**src/rtl/uart_pkg.sv**
```systemverilog
// uart_pkg -- shared UART definitions: receiver state encoding, data width
// and the oversample divider helper (also intended for a future uart_tx).
package uart_pkg;

  localparam int unsigned UART_DATA_W = 8;

  typedef enum logic [2:0] {
    IDLE   = 3'd0,
    START  = 3'd1,
    DATA   = 3'd2,
    STOP   = 3'd3,
    BREAK  = 3'd4,
    PARITY = 3'd5
  } uart_state_e;

  // Clocks per oversample tick, integer-truncated.
  function automatic int unsigned uart_div(input int unsigned clk_freq,
                                           input int unsigned baud,
                                           input int unsigned oversample);
    return clk_freq / (baud * oversample);
  endfunction

  localparam int unsigned UART_DEFAULT_DIV = uart_div(50_000_000, 115_200, 16);

endpackage

```
**src/rtl/uart_rx_if.sv**
```systemverilog
// uart_rx_if -- serial line plus received-byte strobes of the UART receiver.
//   rx              : serial line into the receiver (idle high)
//   uart_data       : last correctly received byte
//   uart_data_valid : one-cycle strobe, uart_data updated
//   framing_error   : one-cycle strobe, stop bit sampled low
//   parity_error    : one-cycle strobe, even-parity mismatch
// slave = receiver side, master = line driver / byte consumer side.
interface uart_rx_if;
  import uart_pkg::*;

  logic                   rx;
  logic [UART_DATA_W-1:0] uart_data;
  logic                   uart_data_valid;
  logic                   framing_error;
  logic                   parity_error;

  modport slave  (input  rx,
                  output uart_data, uart_data_valid, framing_error, parity_error);
  modport master (output rx,
                  input  uart_data, uart_data_valid, framing_error, parity_error);
endinterface

```
**src/rtl/baud_tick_gen.sv**
```systemverilog
// baud_tick_gen -- oversample tick generator.
//   clk     : system clock
//   reset   : synchronous, active-high reset
//   restart : restart the divider at 0 (aligns ticks to a start edge)
//   tick    : one-cycle pulse every DIV clocks, DIV = CLK_FREQ/(BAUD*OVERSAMPLE)
module baud_tick_gen
  import uart_pkg::*;
#(
  parameter int unsigned CLK_FREQ   = 50_000_000,
  parameter int unsigned BAUD       = 115_200,
  parameter int unsigned OVERSAMPLE = 16
) (
  input  logic clk,
  input  logic reset,
  input  logic restart,
  output logic tick
);

  localparam int unsigned DIV   = uart_div(CLK_FREQ, BAUD, OVERSAMPLE);
  localparam int unsigned CNT_W = (DIV > 1) ? $clog2(DIV) : 1;

  logic [CNT_W-1:0] cnt_q;

  // Free-running 0..DIV-1 divider.
  always_ff @(posedge clk) begin
    if (reset || restart) begin
      cnt_q <= '0;
    end else if (cnt_q == CNT_W'(DIV - 1)) begin
      cnt_q <= '0;
    end else begin
      cnt_q <= cnt_q + CNT_W'(1);
    end
  end

  assign tick = (cnt_q == CNT_W'(DIV - 1));

endmodule

```
**src/rtl/uart_rx.sv**
```systemverilog
// uart_rx -- UART receiver, 8N1 LSB first, oversampled with mid-bit sampling.
//   clk   : system clock
//   reset : synchronous, active-high reset
//   bus   : uart_rx_if.slave -- rx in; uart_data, uart_data_valid,
//           framing_error, parity_error out (all strobes one cycle wide)
// Config macro UART_RX_PARITY_EN: adds an even-parity bit after the data
// (8E1); when undefined parity_error is tied 0.
module uart_rx
  import uart_pkg::*;
#(
  parameter int unsigned CLK_FREQ   = 50_000_000,
  parameter int unsigned BAUD       = 115_200,
  parameter int unsigned OVERSAMPLE = 16
) (
  input  logic      clk,
  input  logic      reset,
  uart_rx_if.slave  bus
);

  localparam int unsigned OS_W = $clog2(OVERSAMPLE);

  logic                   rx_meta_q, rx_s_q;
  uart_state_e            state_q;
  logic [OS_W-1:0]        os_cnt_q;
  logic [2:0]             bit_cnt_q;
  logic [UART_DATA_W-1:0] shreg_q;
  logic [UART_DATA_W-1:0] data_q;
  logic                   valid_q, ferr_q;
  logic                   tick;
  logic                   restart;
  logic                   os_last;
`ifdef UART_RX_PARITY_EN
  logic                   perr_q, par_bad_q;
`endif

  // Two-flop synchroniser, idles high so reset never looks like a start bit.
  always_ff @(posedge clk) begin
    if (reset) begin
      rx_meta_q <= 1'b1;
      rx_s_q    <= 1'b1;
    end else begin
      rx_meta_q <= bus.rx;
      rx_s_q    <= rx_meta_q;
    end
  end

  // Realign the tick phase to the detected start edge.
  assign restart = (state_q == IDLE) && !rx_s_q;
  assign os_last = (os_cnt_q == OS_W'(OVERSAMPLE - 1));

  baud_tick_gen #(
    .CLK_FREQ  (CLK_FREQ),
    .BAUD      (BAUD),
    .OVERSAMPLE(OVERSAMPLE)
  ) u_tick (
    .clk    (clk),
    .reset  (reset),
    .restart(restart),
    .tick   (tick)
  );

  // Receive FSM with registered strobes; strobes default low every cycle.
  always_ff @(posedge clk) begin
    if (reset) begin
      state_q   <= IDLE;
      os_cnt_q  <= '0;
      bit_cnt_q <= '0;
      shreg_q   <= '0;
      data_q    <= '0;
      valid_q   <= 1'b0;
      ferr_q    <= 1'b0;
`ifdef UART_RX_PARITY_EN
      perr_q    <= 1'b0;
      par_bad_q <= 1'b0;
`endif
    end else begin
      valid_q <= 1'b0;
      ferr_q  <= 1'b0;
`ifdef UART_RX_PARITY_EN
      perr_q  <= 1'b0;
`endif
      case (state_q)
        IDLE: begin
          if (!rx_s_q) begin
            state_q  <= START;
            os_cnt_q <= '0;
          end
        end
        START: begin
          if (tick) begin
            if (os_cnt_q == OS_W'(OVERSAMPLE / 2 - 1)) begin
              os_cnt_q  <= '0;
              bit_cnt_q <= '0;
              // Line back high at mid start bit: treat as a glitch.
              state_q   <= rx_s_q ? IDLE : DATA;
            end else begin
              os_cnt_q <= os_cnt_q + OS_W'(1);
            end
          end
        end
        DATA: begin
          if (tick) begin
            if (os_last) begin
              os_cnt_q <= '0;
              shreg_q  <= {rx_s_q, shreg_q[UART_DATA_W-1:1]};
              if (bit_cnt_q == 3'd7) begin
`ifdef UART_RX_PARITY_EN
                state_q <= PARITY;
`else
                state_q <= STOP;
`endif
              end else begin
                bit_cnt_q <= bit_cnt_q + 3'd1;
              end
            end else begin
              os_cnt_q <= os_cnt_q + OS_W'(1);
            end
          end
        end
`ifdef UART_RX_PARITY_EN
        PARITY: begin
          if (tick) begin
            if (os_last) begin
              os_cnt_q  <= '0;
              // Even parity: data plus parity bit must XOR to 0.
              par_bad_q <= ^{shreg_q, rx_s_q};
              perr_q    <= ^{shreg_q, rx_s_q};
              state_q   <= STOP;
            end else begin
              os_cnt_q <= os_cnt_q + OS_W'(1);
            end
          end
        end
`endif
        STOP: begin
          if (tick) begin
            if (os_last) begin
              os_cnt_q <= '0;
              if (rx_s_q) begin
`ifdef UART_RX_PARITY_EN
                if (!par_bad_q) begin
                  data_q  <= shreg_q;
                  valid_q <= 1'b1;
                end
`else
                data_q  <= shreg_q;
                valid_q <= 1'b1;
`endif
                state_q <= IDLE;
              end else begin
                ferr_q  <= 1'b1;
                state_q <= BREAK;
              end
            end else begin
              os_cnt_q <= os_cnt_q + OS_W'(1);
            end
          end
        end
        BREAK: begin
          if (rx_s_q) begin
            state_q <= IDLE;
          end
        end
        default: state_q <= IDLE;
      endcase
    end
  end

  assign bus.uart_data       = data_q;
  assign bus.uart_data_valid = valid_q;
  assign bus.framing_error   = ferr_q;
`ifdef UART_RX_PARITY_EN
  assign bus.parity_error    = perr_q;
`else
  assign bus.parity_error    = 1'b0;
`endif

endmodule

```
**src/flat_wrapper.sv**
```systemverilog
// flat-port wrapper written by rule: the top's interface ports become plain ports
module uart_rx_flat import uart_pkg::*;
#(
  parameter int unsigned CLK_FREQ   = 50_000_000,
  parameter int unsigned BAUD       = 115_200,
  parameter int unsigned OVERSAMPLE = 16
)
  (clk, reset, bus_rx, bus_uart_data, bus_uart_data_valid, bus_framing_error, bus_parity_error);
  uart_rx_if bus_i ();
  input  logic clk;
  input  logic reset;
  input wire logic [$bits(bus_i.rx)-1:0] bus_rx;
  output wire logic [$bits(bus_i.uart_data)-1:0] bus_uart_data;
  output wire logic [$bits(bus_i.uart_data_valid)-1:0] bus_uart_data_valid;
  output wire logic [$bits(bus_i.framing_error)-1:0] bus_framing_error;
  output wire logic [$bits(bus_i.parity_error)-1:0] bus_parity_error;
  assign bus_i.rx = bus_rx;
  assign bus_uart_data = bus_i.uart_data;
  assign bus_uart_data_valid = bus_i.uart_data_valid;
  assign bus_framing_error = bus_i.framing_error;
  assign bus_parity_error = bus_i.parity_error;
  uart_rx #(.CLK_FREQ(CLK_FREQ), .BAUD(BAUD), .OVERSAMPLE(OVERSAMPLE)) u_core (.clk(clk), .reset(reset), .bus(bus_i));
endmodule
```
**config.mk**
```make
export PLATFORM = sky130hd
export DESIGN_NAME = uart_rx_flat
export DESIGN_NICKNAME = d
export VERILOG_FILES = /design/src/rtl/uart_pkg.sv /design/src/rtl/uart_rx_if.sv /design/src/rtl/baud_tick_gen.sv /design/src/rtl/uart_rx.sv /design/src/flat_wrapper.sv
export SDC_FILE = /design/constraint.sdc
export NUM_CORES = 1
export LEC_CHECK = 0
export CELL_PAD_IN_SITES_DETAIL_PLACEMENT = 1
export CELL_PAD_IN_SITES_GLOBAL_PLACEMENT = 2
export CORE_ASPECT_RATIO = 1.75
export CORE_MARGIN = 4
export CORE_UTILIZATION = 25
export CTS_CLUSTER_DIAMETER = 150
export DETAILED_ROUTE_END_ITERATION = 16
export GPL_ROUTABILITY_DRIVEN = 1
export PLACE_DENSITY_LB_ADDON = 0.1
export SKIP_LAST_GASP = 1
export SYNTH_ARGS = -nofsm -noshare
export SYNTH_HDL_FRONTEND = slang
export SYNTH_SLANG_ARGS = --single-unit
```
**constraint.sdc**
```tcl
create_clock -name clk -period 3.8 [get_ports clk]
set_clock_uncertainty 0.05 [all_clocks]
set_input_delay 0.38 -clock clk [delete_from_list [all_inputs] [get_ports clk]]
set_output_delay 0.38 -clock clk [all_outputs]
set_load 0.05 [all_outputs]
```
## Word level (Yosys, flattened, before mapping)

Index checks and enable logic that the tools add are counted.

- Add/sub/neg operators: 3
- $mul: 0
- Div/mod/pow operators: 0
- Magnitude comparators: 0
- Equality and inequality tests: 19
- Shifts and indexed selects: 0
- Multiplexer cells: 26
- Bitwise logic cells: 3
- Reduce and logical (&&, ||, !) cells: 14

Operators by type and width:

| kind | count |
|---|---|
| 3-bit 2-to-1 mux | 15 |
| 4-bit 2-to-1 mux | 5 |
| 2-bit by 1-bit inequality test with 1-bit output (second input constant) | 9 |
| 3-bit one-hot mux with 5 select lines | 1 |
| 4-bit one-hot mux with 3 select lines | 1 |
| 9-bit AND reduction | 1 |
| 4-bit AND reduction | 2 |
| 3-bit by 2-bit equality test with 1-bit output (second input constant) | 2 |
| 3-bit equality test (second input constant) | 2 |
| 3-bit one-hot mux with 2 select lines | 1 |
| 6-bit AND reduction | 1 |
| 5-bit by 1-bit adder with 5-bit output (second input constant) | 1 |
| 5-bit equality test (second input constant) | 1 |
| 4-bit by 1-bit adder with 4-bit output (second input constant) | 1 |
| 4-bit by 3-bit equality test with 1-bit output (second input constant) | 1 |
| 4-bit equality test (second input constant) | 1 |
| 2-bit inequality test (second input constant) | 2 |
| 2-bit OR reduction | 2 |
| 4-bit OR reduction | 1 |
| 3-bit by 1-bit adder with 3-bit output (second input constant) | 1 |
| 3-bit by 1-bit equality test with 1-bit output (second input constant) | 1 |
| 3-bit logical NOT | 1 |
| 1-bit inverter | 3 |
| 3-bit AND reduction | 1 |
| 7 further kinds | 8 |

- Register bits: 35
- Bits in latches: 0
- Bits in writable memories: 0
- ROM bits: 0
- Bits of input ports: 3
- Output and inout bits: 11
- Logic and storage cells: 75
- Memories kept: 0

## Logic depth before layout (Yosys ltp)

- Depth in word-level cells: 5
- Gate-level depth with buffers: 8

## By module

From an unflattened synthesis, not the netlist that was laid out.

- Cell total of the unflattened synthesis: 160
- Area total of the unflattened synthesis: 1541.5 µm²

Modules (own cells, without submodules):

| module | instances | cells an instance | area each (µm²) | seq. area each (µm²) |
|---|---|---|---|---|
| uart_rx | 1 | 140 | 1336.3 | 600.6 |
| baud_tick_gen | 1 | 20 | 205.2 | 100.1 |

## Worst setup path after synthesis

Ideal clock, no wire load.

- Path type: reg-to-reg
- Start point: register u_core.bit_cnt_q[0]
- End point: register u_core.state_q[1]
- Setup time: 0.096 ns
- Arrival time: 1.471 ns
- Required time: 3.654 ns
- Setup slack: 2.184 ns
- Cell stages (with the launch flop): 8
- Buffers on the path: 0
- Clock period less this slack: 1.616 ns
- Path through: dfxtp_1 -> ha_1 -> ha_1 -> nor2b_4 -> o311ai_2 -> o211a_4 -> a211o_2 -> o41ai_2

- Longest elaborated chain between the ends: 3

RTL lines:

| what | RTL line | text |
|---|---|---|
| from (decl) | uart_rx.sv:25 | `logic [2:0] bit_cnt_q;` |
| from (signal assigned) | uart_rx.sv:113 | `bit_cnt_q <= bit_cnt_q + 3'd1;` |
| 3-bit equality test | uart_rx.sv:106 | `if (bit_cnt_q == 3'd7) begin` |
| 2-bit by 1-bit inequality test with 1-bit output (no line) | - |  |
| 9-bit AND reduction (no line) | - |  |
| to (signal assigned) | uart_rx.sv:95 | `state_q <= rx_s_q ? IDLE : DATA;` |
| to (decl) | uart_rx.sv:23 | `uart_state_e state_q;` |

Every way passes these cells.
A chain may end at the register's enable or synchronous reset.

## Worst setup path after layout

- Start point: register u_core.os_cnt_q[0]
- End point: register u_core.shreg_q[7]

- Longest elaborated chain between the ends: 2

RTL lines:

| what | RTL line | text |
|---|---|---|
| from (decl) | uart_rx.sv:24 | `logic [OS_W-1:0] os_cnt_q;` |
| from (signal assigned) | uart_rx.sv:97 | `os_cnt_q <= os_cnt_q + OS_W'(1);` |
| from (signal assigned) | uart_rx.sv:116 | `os_cnt_q <= os_cnt_q + OS_W'(1);` |
| from (signal assigned) | uart_rx.sv:155 | `os_cnt_q <= os_cnt_q + OS_W'(1);` |
| 4-bit equality test | uart_rx.sv:49 | `assign os_last = (os_cnt_q == OS_W'(OVERSAMPLE - 1));` |
| 3-bit AND reduction (no line) | - |  |
| to (signal assigned) | uart_rx.sv:105 | `shreg_q <= {rx_s_q, shreg_q[UART_DATA_W-1:1]};` |
| to (decl) | uart_rx.sv:26 | `logic [UART_DATA_W-1:0] shreg_q;` |

Every way passes these cells.

==> results.md <==
- Seq cells post-synth: 35
- Multi-input gate area: roughly 860 um2
- Final Hold Fails: 0
- Clock group share of total power: 33.9%
- Crit Path Class: reg2reg
- Synth area leaders: dfxtp_1 (43%), mux2i_1 (12%), nor2_1 (6.4%)
- Final period util: a little over half
- Drt total wl: about 3700 um
- CP required: between 3 and 4 ns
- Fillers: approximately 770
- Largest net degree at the start of global routing: 28
- Post-synth EDFFs: 0
- Fmax: approximately 0.48 GHz
- Drt first-iter violations: 27
- Row count: 38
- Peak VDD IR: approximately 0.16 mV
- Num CTS Buffers: 5
- Fraction of layout cells with a size suffix above 1: between 10% and 20%
- Yosys top cell area share: between 40% and 50%
- Initial antenna violation count: 0
- IO Count: 14
- Hold Crit Class: reg2reg
- Max stage delay on crit path: between 0.4 and 0.5 ns
- Cells after synthesis: between 150 and 200
- Reg2Reg Setup Slack: approximately 1.7 ns
- Die ar.: around 0.0079 mm2
- Global Route Usage Sum: roughly a tenth
- Origin of the critical flop-to-flop path: u_core.os_cnt_q[0]
- Worst Reg-to-Reg Cells: 6
- DRC: 0
- Final setup vio count: 0
- Syn avg cell area: 9.56 um2
- Die Y: around 110 um
- Most frequent cell after synthesis: dfxtp_1
- P per Cell Area: between 400 and 500 mW/mm2
- Inserted Diodes: 0
- RSZ-0062 raised after global routing: no
- FF+latch area: approximately 700 um2
- Sum Neg Setup Slack: 0 ns
- Detail Route Antenna Nets: 0
- Hold_ws: 0.383 ns
- Detailed Place HPWL: between 2000 and 3000 um
- Last weighted congestion value of the routability-driven placer: between 0.7 and 0.8
- Drt wl/cell: 14.0 um
- Critical path endpoint: u_core.shreg_q[7]
- Syn nets: ~180
- Bufs and invs on worst path: 0
- CTS Sinks: 35
- Nets: about 190
- Switching power total: 226 uW
- Post-CTS Setup Bufs: 0
- Most frequent cells after synthesis: dfxtp_1 (35), nor2_1 (28), mux2i_1 (19)
- Post-synthesis sequential area ratio: 42.9%
- Clk root buf: clkbuf_8
- Core area: about 0.0063 mm2
- Flop pwr share: around half
- Resized cells post-CTS: 0
- Rel. slew slack: between 30% and 40%
- Outcome: finished, final reports clean
- Sw Share: between 20 and 30%
- CTS tree: done
- Int Pwr: around 560 uW
- Setup crit start kind: register
- CTS max path bufs: 2
- Critical path depth: 6
- H-tree depth: 2
- Combinational power share: ~16%
- Final Max Slew Viols: 0
- DR pass1 iterations: 2
- Die width: a little under 70 um
- Worst path slowest cell: and2_1
- Crit-path leading delay family: simple AND/OR/NAND/NOR gates
- Arrival @ worst endpoint: roughly 2.2 ns
- Reg-to-reg endpoint: u_core.shreg_q[7]
- Worst skew pair latency: between 0.2 and 0.3 ns
- Critical-path cell list: ha_1 -> nand3_1 -> nor2_2 -> and2_1 -> mux2i_1 -> nor2_1
- Yosys top cell by area: dfxtp_1
- Synth Cell Area: around 0.0016 mm2
- Worst-path fanout max: 8
- Ys flop type: dfxtp_1
- I/O Buffers: 12
- Async set-reset flop share out of synthesis: 0%
- CP Launch Point: u_core.os_cnt_q[0]
- Hold buffer count at CTS: 0
- MaxCap Viol Count: 0
- Final min period: slightly above 2 ns
- DR vias: around 1,200
- Vias in the first global route: ~1,300
- Clk slew on worst S/H paths: 0.07 ns
- DR vias/cell: between 4 and 5
- Synth Warn #: 0
- Static Leak: around 0.76 nW
- Post-synth cell types: between 40 and 50
- Aggregate global routing overflow: 0
- Type of destination of the critical path: register
- First-pass GRT wire length: 6490 um
- Area delta synth->final: 15.4%
- Initial core utilization: around a quarter
- Worst-Margin Slew: between 0.9 and 1 ns
-- area by class of cell --
cell class | instances | share of cell area (%)
clock buffer | 6 | 3.85
sequential | 35 | 37.2
clock inverter | 2 | 0.664
timing repair buffer | 13 | 6.77
tap | 80 | 5.31
multi-input combinational | 122 | 45.5
inverter | 4 | 0.796
-- metal layers --
metal | wire, um | vias up | GRT usage (%)
met1 | 1440 | 578 | 10.4
li1 | - | 602 | -
met5 | 0 | - | 0
met3 | 60 | 6 | 2.10
met2 | 2080 | 11 | 19.5
met4 | 82 | 0 | 5.48
-- power groups by stage --
stage | Clock, mW | Sequential (mW) | Combinational (mW)
6_report | 0.266 | 0.396 | 0.122
5_1_grt | 0.300 | 0.399 | 0.139
4_1_cts | 0.282 | 0.397 | 0.125
3_5_place_dp | 0 | 0.405 | 0.125
3_3_place_gp | 0 | 0.404 | 0.119
2_1_floorplan | 0 | 0.390 | 0.121
-- cell families (layout without fill, tap and decap cells) --
kind of cell               after synthesis  after routing  synth area share, %
and+or+nand+nor                         73             73                 25.0
DFF                                     35             35                 42.9
AOI/OAI and AO/OA                       20             20                 9.42
muxes                                   20             20                 12.3
buffers and inverters                   14             25                 4.67
adders and majority gates                5              5                 3.83
xor gates and xnor gates                 3              3                 1.61
other                                    1              1                0.229
-- worst min-delay path by stage --
| stage | startpoint | endpoint | cells after the start |
|---|---|---|---|
| CTS | u_core.rx_meta_q | u_core.rx_s_q | 1 |
| detailed placement | u_core.rx_meta_q | u_core.rx_s_q | 1 |
| global route | u_core.rx_meta_q | u_core.rx_s_q | 1 |
| global placement | u_core.rx_meta_q | u_core.rx_s_q | 1 |
| floorplan | u_core.rx_meta_q | u_core.rx_s_q | 1 |
| finish | u_core.rx_meta_q | u_core.rx_s_q | 1 |
-- registers in the layout, indices dropped and copies added (netlist names), 3 cells and up --
register	count
u_core.bus.uart_data	8
u_core.shreg_q	8
u_core.u_tick.cnt_q	5
u_core.os_cnt_q	4
u_core.bit_cnt_q	3
u_core.state_q	3
-- placed cells by master (no fill, tap or decap), types with 3 or more instances in the layout --
cell type and count:
ha_1 5, dfxtp_1 35, or2_2 3, nand2_1 9, nor2b_1 4, nor3_1 3, inv_1 4, o21ai_0 3
clkbuf_8 5, mux2i_1 19, nor2_1 28, clkdlybuf4s50_1 12, nand3_1 6, a21oi_1 6, or2_1 3
-- through the flow --
step | instances | worst slack [ns] | util, % | cell area [um2] | power, mW
after floorplan | 171 | 2.18 | - | 1630 | 0.511
after global placement | 254 | 1.70 | 28.7 | 1800 | 0.523
after detailed placement | 254 | 1.64 | 28.7 | 1800 | 0.530
after CTS | 262 | 1.70 | 30.0 | 1890 | 0.804
after global routing | 262 | 1.51 | 30.0 | 1890 | 0.839
final | 262 | 1.74 | 30.0 | 1890 | 0.784
(Power assumes the default switching activity.)
